[src/rtl/led_seq_recorder_if.sv]
// Write port of the LED sequence recorder: a plain valid/ready channel
// carrying one LED pattern per accepted transfer.
interface led_seq_recorder_if #(
  parameter int DW = 4
) ();

  logic          wr_valid;
  logic [DW-1:0] wr_data;
  logic          wr_ready;

  // Writer side (button/UART front-end).
  modport master (
    output wr_valid,
    output wr_data,
    input  wr_ready
  );

  // Recorder side.
  modport slave (
    input  wr_valid,
    input  wr_data,
    output wr_ready
  );

endinterface : led_seq_recorder_if

[src/rtl/led_seq_recorder.sv]
// LED sequence recorder: patterns are written into a small RAM while
// recording, then replayed in a loop on the LEDs, one entry per prescaler
// period. A clear pulse empties the memory and returns to recording.
module led_seq_recorder #(
  parameter int AW  = 5,
  parameter int DW  = 4,
  parameter int DIV = 12000000
) (
  input  logic                 clk,
  input  logic                 rstn,
  led_seq_recorder_if.slave    wr,
  input  logic                 commit,
  input  logic                 clear,
  output logic [DW-1:0]        leds,
  output logic [AW:0]          count,
  output logic                 playing
);

  localparam int DEPTH = 1 << AW;
  localparam int PW    = (DIV > 2) ? $clog2(DIV) : 1;

  typedef enum logic {
    REC  = 1'b0,
    PLAY = 1'b1
  } state_t;

  state_t         state;
  state_t         state_next;

  // wr_ptr is only AW bits wide: writes stop at full, so it never wraps
  // onto live data before a clear resets it.
  logic [AW-1:0]  wr_ptr;
  logic [AW-1:0]  rd_ptr;
  logic [PW-1:0]  prescaler;
  logic [DW-1:0]  mem [DEPTH];

  logic           full;
  logic           rd_last;
  logic           do_write;
  logic           do_commit;
  logic           tick;

  assign full    = (count == (AW+1)'(DEPTH));
  assign rd_last = ({1'b0, rd_ptr} == (count - (AW+1)'(1)));
  assign playing = (state == PLAY);

  // State register.
  always_ff @(posedge clk or negedge rstn) begin
    if (!rstn) begin
      state <= REC;
    end else begin
      // NOTE: sequential state always uses non-blocking assignment so every
      // flop samples the pre-edge values regardless of block ordering.
      state <= state_next;
    end
  end

  // Next-state logic plus the per-cycle write/commit/tick decisions.
  always_comb begin
    // NOTE: every signal driven here gets a default first; a path that
    // leaves one unassigned would infer a latch.
    state_next  = state;
    do_write    = 1'b0;
    do_commit   = 1'b0;
    tick        = 1'b0;
    wr.wr_ready = 1'b0;

    case (state)
      REC: begin
        // clear drops any write offered in the same cycle, so it also
        // withdraws ready to keep the handshake honest.
        wr.wr_ready = !full && !clear;
        do_write    = wr.wr_valid && !full && !clear;
        // The count seen by commit includes a write accepted this cycle.
        do_commit   = commit && !clear && ((count != '0) || do_write);
        if (do_commit) begin
          state_next = PLAY;
        end
      end
      PLAY: begin
        tick = (prescaler == PW'(DIV - 1));
      end
      default: begin
        state_next = REC;
      end
    endcase

    if (clear) begin
      state_next = REC;
    end
  end

  // Pattern storage; written only while recording.
  always_ff @(posedge clk) begin
    // NOTE: the RAM is deliberately left out of reset; entries are only
    // read once count is non-zero, i.e. after they have been written.
    if (do_write) begin
      mem[wr_ptr] <= wr.wr_data;
    end
  end

  // Pointers, entry count, prescaler and the registered LED output.
  always_ff @(posedge clk or negedge rstn) begin
    if (!rstn) begin
      count     <= '0;
      wr_ptr    <= '0;
      rd_ptr    <= '0;
      prescaler <= '0;
      leds      <= '0;
    end else if (clear) begin
      count     <= '0;
      wr_ptr    <= '0;
      rd_ptr    <= '0;
      prescaler <= '0;
      leds      <= '0;
    end else begin
      if (do_write) begin
        wr_ptr <= wr_ptr + AW'(1);
        count  <= count + (AW+1)'(1);
        leds   <= wr.wr_data;   // echo the pattern just recorded
      end
      if (do_commit) begin
        // Preloading the terminal value makes the first PLAY cycle a tick,
        // so entry 0 appears on the edge right after the commit edge.
        prescaler <= PW'(DIV - 1);
        rd_ptr    <= '0;
      end
      if (state == PLAY) begin
        if (tick) begin
          prescaler <= '0;
          leds      <= mem[rd_ptr];
          rd_ptr    <= rd_last ? '0 : rd_ptr + AW'(1);
        end else begin
          prescaler <= prescaler + PW'(1);
        end
      end
    end
  end

endmodule : led_seq_recorder

[src/flat_wrapper.sv]
// flat-port wrapper written by rule: the top's interface ports become plain ports
module led_seq_recorder_flat 
#(
  parameter int AW  = 5,
  parameter int DW  = 4,
  parameter int DIV = 12000000
)
  (clk, rstn, commit, clear, leds, count, playing, wr_wr_valid, wr_wr_data, wr_wr_ready);
  led_seq_recorder_if #(.DW(DW)) wr_i ();
  input  logic clk;
  input  logic rstn;
  input  logic commit;
  input  logic clear;
  output logic [DW-1:0] leds;
  output logic [AW:0] count;
  output logic playing;
  input wire logic [$bits(wr_i.wr_valid)-1:0] wr_wr_valid;
  input wire logic [$bits(wr_i.wr_data)-1:0] wr_wr_data;
  output wire logic [$bits(wr_i.wr_ready)-1:0] wr_wr_ready;
  assign wr_i.wr_valid = wr_wr_valid;
  assign wr_i.wr_data = wr_wr_data;
  assign wr_wr_ready = wr_i.wr_ready;
  led_seq_recorder #(.AW(AW), .DW(DW), .DIV(DIV)) u_core (.clk(clk), .rstn(rstn), .wr(wr_i), .commit(commit), .clear(clear), .leds(leds), .count(count), .playing(playing));
endmodule
[config.mk]
export PLATFORM = sky130hd
export DESIGN_NAME = led_seq_recorder_flat
export DESIGN_NICKNAME = d
export VERILOG_FILES = /design/src/rtl/led_seq_recorder_if.sv /design/src/rtl/led_seq_recorder.sv /design/src/flat_wrapper.sv
export SDC_FILE = /design/constraint.sdc
export NUM_CORES = 1
export LEC_CHECK = 0
export ABC_AREA = 1
export CORE_MARGIN = 3
export CORE_UTILIZATION = 59
export CTS_CLUSTER_SIZE = 24
export DETAILED_ROUTE_END_ITERATION = 12
export GPL_ROUTABILITY_DRIVEN = 0
export PLACE_DENSITY_LB_ADDON = 0.12
export SYNTH_ARGS = -nofsm -noshare
export SYNTH_HDL_FRONTEND = slang
export SYNTH_SLANG_ARGS = --single-unit
export TNS_END_PERCENT = 30
[constraint.sdc]
create_clock -name clk -period 3.4 [get_ports clk]
set_input_delay 0.34 -clock clk [delete_from_list [all_inputs] [get_ports clk]]
set_output_delay 0.34 -clock clk [all_outputs]
set_load 0.02 [all_outputs]
==> reports/qor.yml <==
vias: 6433
vias_per_cell: 6.06
cts_buffers: 17
syn_area_per_cell_sq_um: 9.57
syn-cell-area_sq_um: 8220
p_clk_share_pct: 40.6
hold_violations: 0
drt_iter0_markers: 696
core.rowCount: 42
finalCritPeriodShare_pct: 79.2
fin_skew_ns: 0.00691
grt_pass1_vias: 6075
io_pins: 21
peakVddDrop_mv: 0.364
crit_fanout: 17
coreArea_sq_um: 13500
worstPathArrival_ns: 2.75
worst_pin_slew_ns: 1.04
pwr-share-seq_pct: 53.1
port-buffer-count: 20
power.density_nw_per_um2: 488
clk_path_buf_depth: 2
crit_path_max_incr_delay_ns: 0.49
cts_sinks: 173
crit_chain: "inv_1, ha_1, nand2_2, nor2_4, nand3_2, nand3_4, inv_2, nand2_2, nor2_2, inv_2, nor3_1"
antenna_cells: 0
synth_edf_count: 128
comb_power_share_pct: 6.3
cts_tree: "done"
grt_setup_unrepaired: "no"
layout_common_cells: "233 x nand2_1, 153 x nand3_1, 128 x edfxtp_1"
cp_top_family: "simple AND/OR/NAND/NOR gates"
fill_cells: 1076
cp-end-kind: "flop"
dp_hpwl_um: 12800
root_buffer: "clkbuf_16"
status: "finished clean"
min_path_type: "in2async"
fp.dieW_um: 124
async_flop_share_pct: 26.0
grt_max_degree: 70
timing.fmax_mhz: 372
finalCriticalPeriod_ns: 2.69
grt_pass1_wl_um: 31100
finalPower_mw: 4.44
insertion_delay_ns: 0.43
htree_levels: 4
relSlewSlack_pct: 30.4
drc: 0
synth_cell_types: 41
rrSetupSlack_ns: 0.71
synth_warnings: 0
path_clk_slew_ns: 0.06
grt_overflow_total: 0
area_growth_syn_to_layout_pct: 10.6
cp_data_required_time_ns: 3.46
p_int_mw: 3.41
syn-num-nets: 876
critPathLaunchType: "flop"
critPathBufInv: 3
synth_flop_cell: "edfxtp_1"
wl_per_cell_um: 18.3
drtPass1Iterations: 5
cts-hold-fix-buffers: 0
fin_setup_tns_ns: 0
p_leak_nw: 3.45
drive_gt1_share_pct: 9.03
slowest_stage: "nor3_1"
ys_ff_latch: 173
setup_viol: 0
die_y_um: 124
drv_cap: 0
synth_cells: 859
final_common_cell: "nand2_1"
slew_violations: 0
swShare_pct: 23.3
wirelength_um: 19500
antenna_found_initial: 0
die_area_sq_um: 15400
p_switching_mw: 1.03
drt.antenna.violating_nets: 0
ctsResizeCount: 0
yosysSeqAreaShare_pct: 60.4
initial_core_util_pct: 61.1
fin_nets: 891
track_usage_pct: 27.0
critical_path_class: "reg2reg"
postCtsSetupRepairBufs: 0
-- kinds of logic (layout without fill, tap and decap cells) --
group	Yosys count	count (layout)	share of synthesized area (%)
AO/OA/AOI/OAI	70	70	4.87
XOR/XNOR	13	13	1.38
adder cells (fa/ha/maj)	8	8	1.22
buffers and inverters	93	120	4.67
flip-flops	173	173	60.4
AND/OR/NAND/NOR	502	502	27.4
-- state kept, by name, summed over array words and instances (netlist names) --
name and cells:
u_core.mem 128, u_core.leds 4, u_core.rd_ptr 5, u_core.prescaler 24, u_core.count 6, u_core.playing 1
u_core.wr_ptr 5
-- synth_stat cells, types with 2 or more instances --
master | number | area, sq um
nand4_1 | 11 | 68.8
xor2_1 | 9 | 78.8
inv_1 | 49 | 184
nor2_2 | 4 | 25.0
nor2_1 | 61 | 229
dfrtp_1 | 45 | 1130
nor2_4 | 3 | 33.8
a21oi_1 | 23 | 115
inv_2 | 10 | 37.5
nor4_1 | 4 | 25.0
or2_2 | 3 | 18.8
ha_1 | 8 | 100
xnor2_1 | 4 | 35.0
nand3_1 | 153 | 766
nand3_2 | 2 | 20.0
buf_1 | 4 | 15.0
o22ai_1 | 3 | 18.8
o211ai_1 | 6 | 45.0
buf_2 | 13 | 65.1
nor3_1 | 14 | 70.1
nor3_2 | 2 | 20.0
o21bai_1 | 2 | 15.0
edfxtp_1 | 128 | 3840
buf_4 | 3 | 22.5
nand2_1 | 233 | 875
nand2_2 | 7 | 43.8
o21ai_1 | 3 | 15.0
o21ai_2 | 2 | 17.5
o21ai_0 | 27 | 135
clkbuf_1 | 12 | 45.0
-- layer usage --
layer | wire length, um | share of wire, % | vias up | GRT usage (%)
met4 | 479 | 2.5 | 0 | 10.9
met1 | 8190 | 42 | 3057 | 38.7
li1 | - | - | 2983 | -
met5 | 0 | 0 | - | 0
met3 | 1790 | 9.2 | 47 | 5.50
met2 | 9010 | 46 | 346 | 40.6
-- worst paths after layout --
check,cells past startpoint,from,endpoint
setup reg to reg,11,u_core.count[0],u_core.mem[23][2]
setup / recovery,11,u_core.count[0],u_core.mem[23][2]
max in group asynchronous,1,rstn,u_core.rd_ptr[0]
min in group clk,2,u_core.prescaler[12],u_core.prescaler[12]
hold reg to reg,2,u_core.prescaler[12],u_core.prescaler[12]
hold / removal,1,rstn,u_core.prescaler[3]
-- area by class of cell --
| class | count | area [sq um] | share of cell area, % |
|---|---|---|---|
| sequential | 173 | 4970 | 54.7 |
| timing repair buffer | 29 | 263 | 2.89 |
| clock inverter | 14 | 118 | 1.29 |
| inverter | 60 | 225 | 2.48 |
| multi-input combinational | 593 | 2870 | 31.6 |
| clock buffer | 17 | 425 | 4.68 |
| tap | 176 | 220 | 2.42 |
-- power by group through the flow --
stage | logic, mW | registers (mW) | clock network (mW)
6_report | 0.280 | 2.36 | 1.80
5_1_grt | 0.313 | 2.36 | 1.92
4_1_cts | 0.280 | 2.36 | 1.82
3_5_place_dp | 0.277 | 2.40 | 0
3_3_place_gp | 0.271 | 2.40 | 0
2_1_floorplan | 0.158 | 2.40 | 0
-- metrics by stage --
| step | cells | instance area (sq um) | hold slack, ns | setup WS, ns | util, % |
|---|---|---|---|---|---|
| 2_1_floorplan | 859 | 8220 | 0.0444 | 1.08 | - |
| 3_3_place_gp | 1031 | 8550 | 0.497 | 0.606 | 63.6 |
| 3_5_place_dp | 1031 | 8550 | 0.513 | 0.426 | 63.6 |
| 4_1_cts | 1062 | 9090 | 0.124 | 0.734 | 67.6 |
| 5_1_grt | 1062 | 9090 | 0.167 | 0.510 | 67.6 |
| 6_report | 1062 | 9090 | 0.0843 | 0.709 | 67.6 |
(Power assumes the default switching activity.)
==> RTL edit (config.mk and constraints unchanged) <==
`DIV` is set to 12000000 in 2 places; all go to 6000000.
--- a/src/rtl/led_seq_recorder.sv
+++ b/src/rtl/led_seq_recorder.sv
@@ -4,7 +4,7 @@
 module led_seq_recorder #(
   parameter int AW  = 5,
   parameter int DW  = 4,
-  parameter int DIV = 12000000
+  parameter int DIV = 6000000
 ) (
   input  logic                 clk,
   input  logic                 rstn,
--- a/src/flat_wrapper.sv
+++ b/src/flat_wrapper.sv
@@ -3,7 +3,7 @@
 #(
   parameter int AW  = 5,
   parameter int DW  = 4,
-  parameter int DIV = 12000000
+  parameter int DIV = 6000000
 )
   (clk, rstn, commit, clear, leds, count, playing, wr_wr_valid, wr_wr_data, wr_wr_ready);
   led_seq_recorder_if #(.DW(DW)) wr_i ();
Function: no difference found for any inputs over 4 cycles, from zero or initial values and one cycle with rstn low; that may be too few to reach the edited logic, so the function may still have changed.
==> RTL edit against the unedited design <==
First-iteration DRC count grew 25%. Clock skew grew 1.1 ps. Sequential share of layout area shrank 0.40 points. Design area grew 0.23%. Critical path type unchanged. Synthesized cell count grew 0.23%. Total power grew 1.8%. Largest power group unchanged. Die area shrank 0.41%. Sequential cell count shrank 1. Synthesized area shrank 0.43%. Highest routed layer unchanged. Via count is essentially flat. Routed wire length grew 0.15%. Core utilization grew 0.42 points. Worst setup slack gained 64 ps.
==> RTL edit: results (changes against the unedited design) <==
{
  "timing.critical_path.fanout_max": {"value": 11, "change": "was 17"},
  "final.signal_inverter_count": {"value": 51, "change": "was 60"},
  "area.growth.synth_to_final": {"value": 11.3, "unit": "%", "change": "was 10.6%"},
  "drt-wirelength-per-cell": {"value": 18.2, "unit": "um", "change": "was 18.3 um"},
  "crit_path_max_incr_delay": {"value": 550, "unit": "ps", "change": "was 490 ps"},
  "intPower": {"value": 3.38, "unit": "mW", "change": "was 3.41 mW"},
  "ys_types": {"value": 38, "change": "was 41"},
  "comb.multi_input.count": {"value": 603, "change": "was 593"},
  "grt.total_usage": {"value": 27.2, "unit": "%", "change": "was 27.0%"},
  "hpwl": {"value": 12.8, "unit": "mm", "change": "about the same"},
  "seq-cell-share": {"value": 54.3, "unit": "%", "change": "was 54.7%"},
  "wl_met1": {"value": 8.19, "unit": "mm", "change": "about the same"},
  "fillCellCount": {"value": 1073, "change": "was 1076"},
  "synthesis.nets": {"value": 878, "change": "was 876"},
  "first_global_vias": {"value": 6033, "change": "was 6075"},
  "synth_async_sr_flop_share": {"value": 25.6, "unit": "%", "change": "was 26.0%"},
  "cell_types_occupying_the_most_area_after_synthesis": {"value": "edfxtp_1, dfrtp_1, nand2_1", "change": "unchanged"},
  "netlist_top_cells_count": {"value": "nand2_1, nand3_1, edfxtp_1, nor2_1, dfrtp_1", "change": "was nand2_1, nand3_1, edfxtp_1, nor2_1, inv_1"},
  "post_route_cells_drive_above_1_share": {"value": 9.29, "unit": "%", "change": "was 9.03%"},
  "first_iter_violations": {"value": 873, "change": "was 696"},
  "synth_sequential_area_ratio": {"value": 60.4, "unit": "%", "change": "about the same"},
  "reg.largest.list": {"value": "u_core.mem x128, u_core.prescaler x23, u_core.count x6", "change": "was u_core.mem x128, u_core.prescaler x24, u_core.count x6"},
  "run_status": {"value": "complete, no violations", "change": "unchanged"},
  "post_layout_nonfiller_instances": {"value": 1069, "change": "was 1062"},
  "fin_skew": {"value": 7.98, "unit": "ps", "change": "was 6.91 ps"},
  "timing_worst_slew_pin_value": {"value": 1080, "unit": "ps", "change": "was 1040 ps"},
  "synth_area_per_cell": {"value": 9.51, "unit": "sq um", "change": "was 9.57 sq um"},
  "ff2ff_setup_slack": {"value": 770, "unit": "ps", "change": "was 710 ps"},
  "grt_first_pass_wirelength": {"value": 31.3, "unit": "mm", "change": "was 31.1 mm"},
  "irDropWorstVdd": {"value": 0.402, "unit": "mV", "change": "was 0.364 mV"},
  "route.met3.wl": {"value": 1.58, "unit": "mm", "change": "was 1.79 mm"},
  "non_clock_buffer_count": {"value": 35, "change": "was 29"}
}
## RTL edit: changes by cell type in the layout (fill, tap and decap cells not counted), sizes merged, moves of 4 or more
cell and change:
nand4 -5, nand2 +11, o22ai +4, inv -5, nor2 +7, nor3 +4, nor4 -5, nand3 +4
o211ai -5, buf +5
## RTL edit: power groups by stage
stage          Clock [mW]  Sequential, mW  Combinational (mW)
6_report             1.87            2.35               0.304
3_3_place_gp            0            2.39               0.295
2_1_floorplan           0            2.39               0.175
5_1_grt              1.98            2.35               0.337
4_1_cts              1.88            2.35               0.302
3_5_place_dp            0            2.39               0.299
## RTL edit: cells by family (layout without fill, tap and decap cells)
kind of cell | count (synthesis) | in the layout | share of synthesized area, %
adders and majority gates | 8 | 8 | 1.22
DFF | 172 | 172 | 60.4
xor gates and xnor gates | 12 | 12 | 1.28
AOI/OAI and AO/OA | 68 | 68 | 4.66
buffers and inverters | 86 | 118 | 4.51
and+or+nand+nor | 515 | 515 | 27.9
## RTL edit: worst min-delay path by stage
| stage | slack [ps] | startpoint | depth (start not counted) | to |
|---|---|---|---|---|
| floorplan | 40 | rstn | 0 | u_core.count[0] |
| CTS | 500 | rstn | 2 | u_core.prescaler[2] |
| global route | 540 | rstn | 2 | u_core.prescaler[2] |
| global placement | 410 | rstn | 1 | u_core.prescaler[13] |
| finish | 490 | rstn | 2 | u_core.prescaler[8] |
| detailed placement | 410 | rstn | 1 | u_core.prescaler[9] |
## RTL edit: repair_timing
| item | 4_1_cts | 5_1_grt |
|---|---|---|
| hold endpoints to repair | 28 | 0 |
| setup endpoints to repair | 0 | 0 |
| hold buffers | 1 | 0 |
| setup buffers | 0 | 0 |
## RTL edit: routing by layer
metal,track usage (%),up-vias
met5,0,-
met4,7.96,0
met3,5.86,50
met2,42.6,324
met1,38.7,3078
li1,-,2978
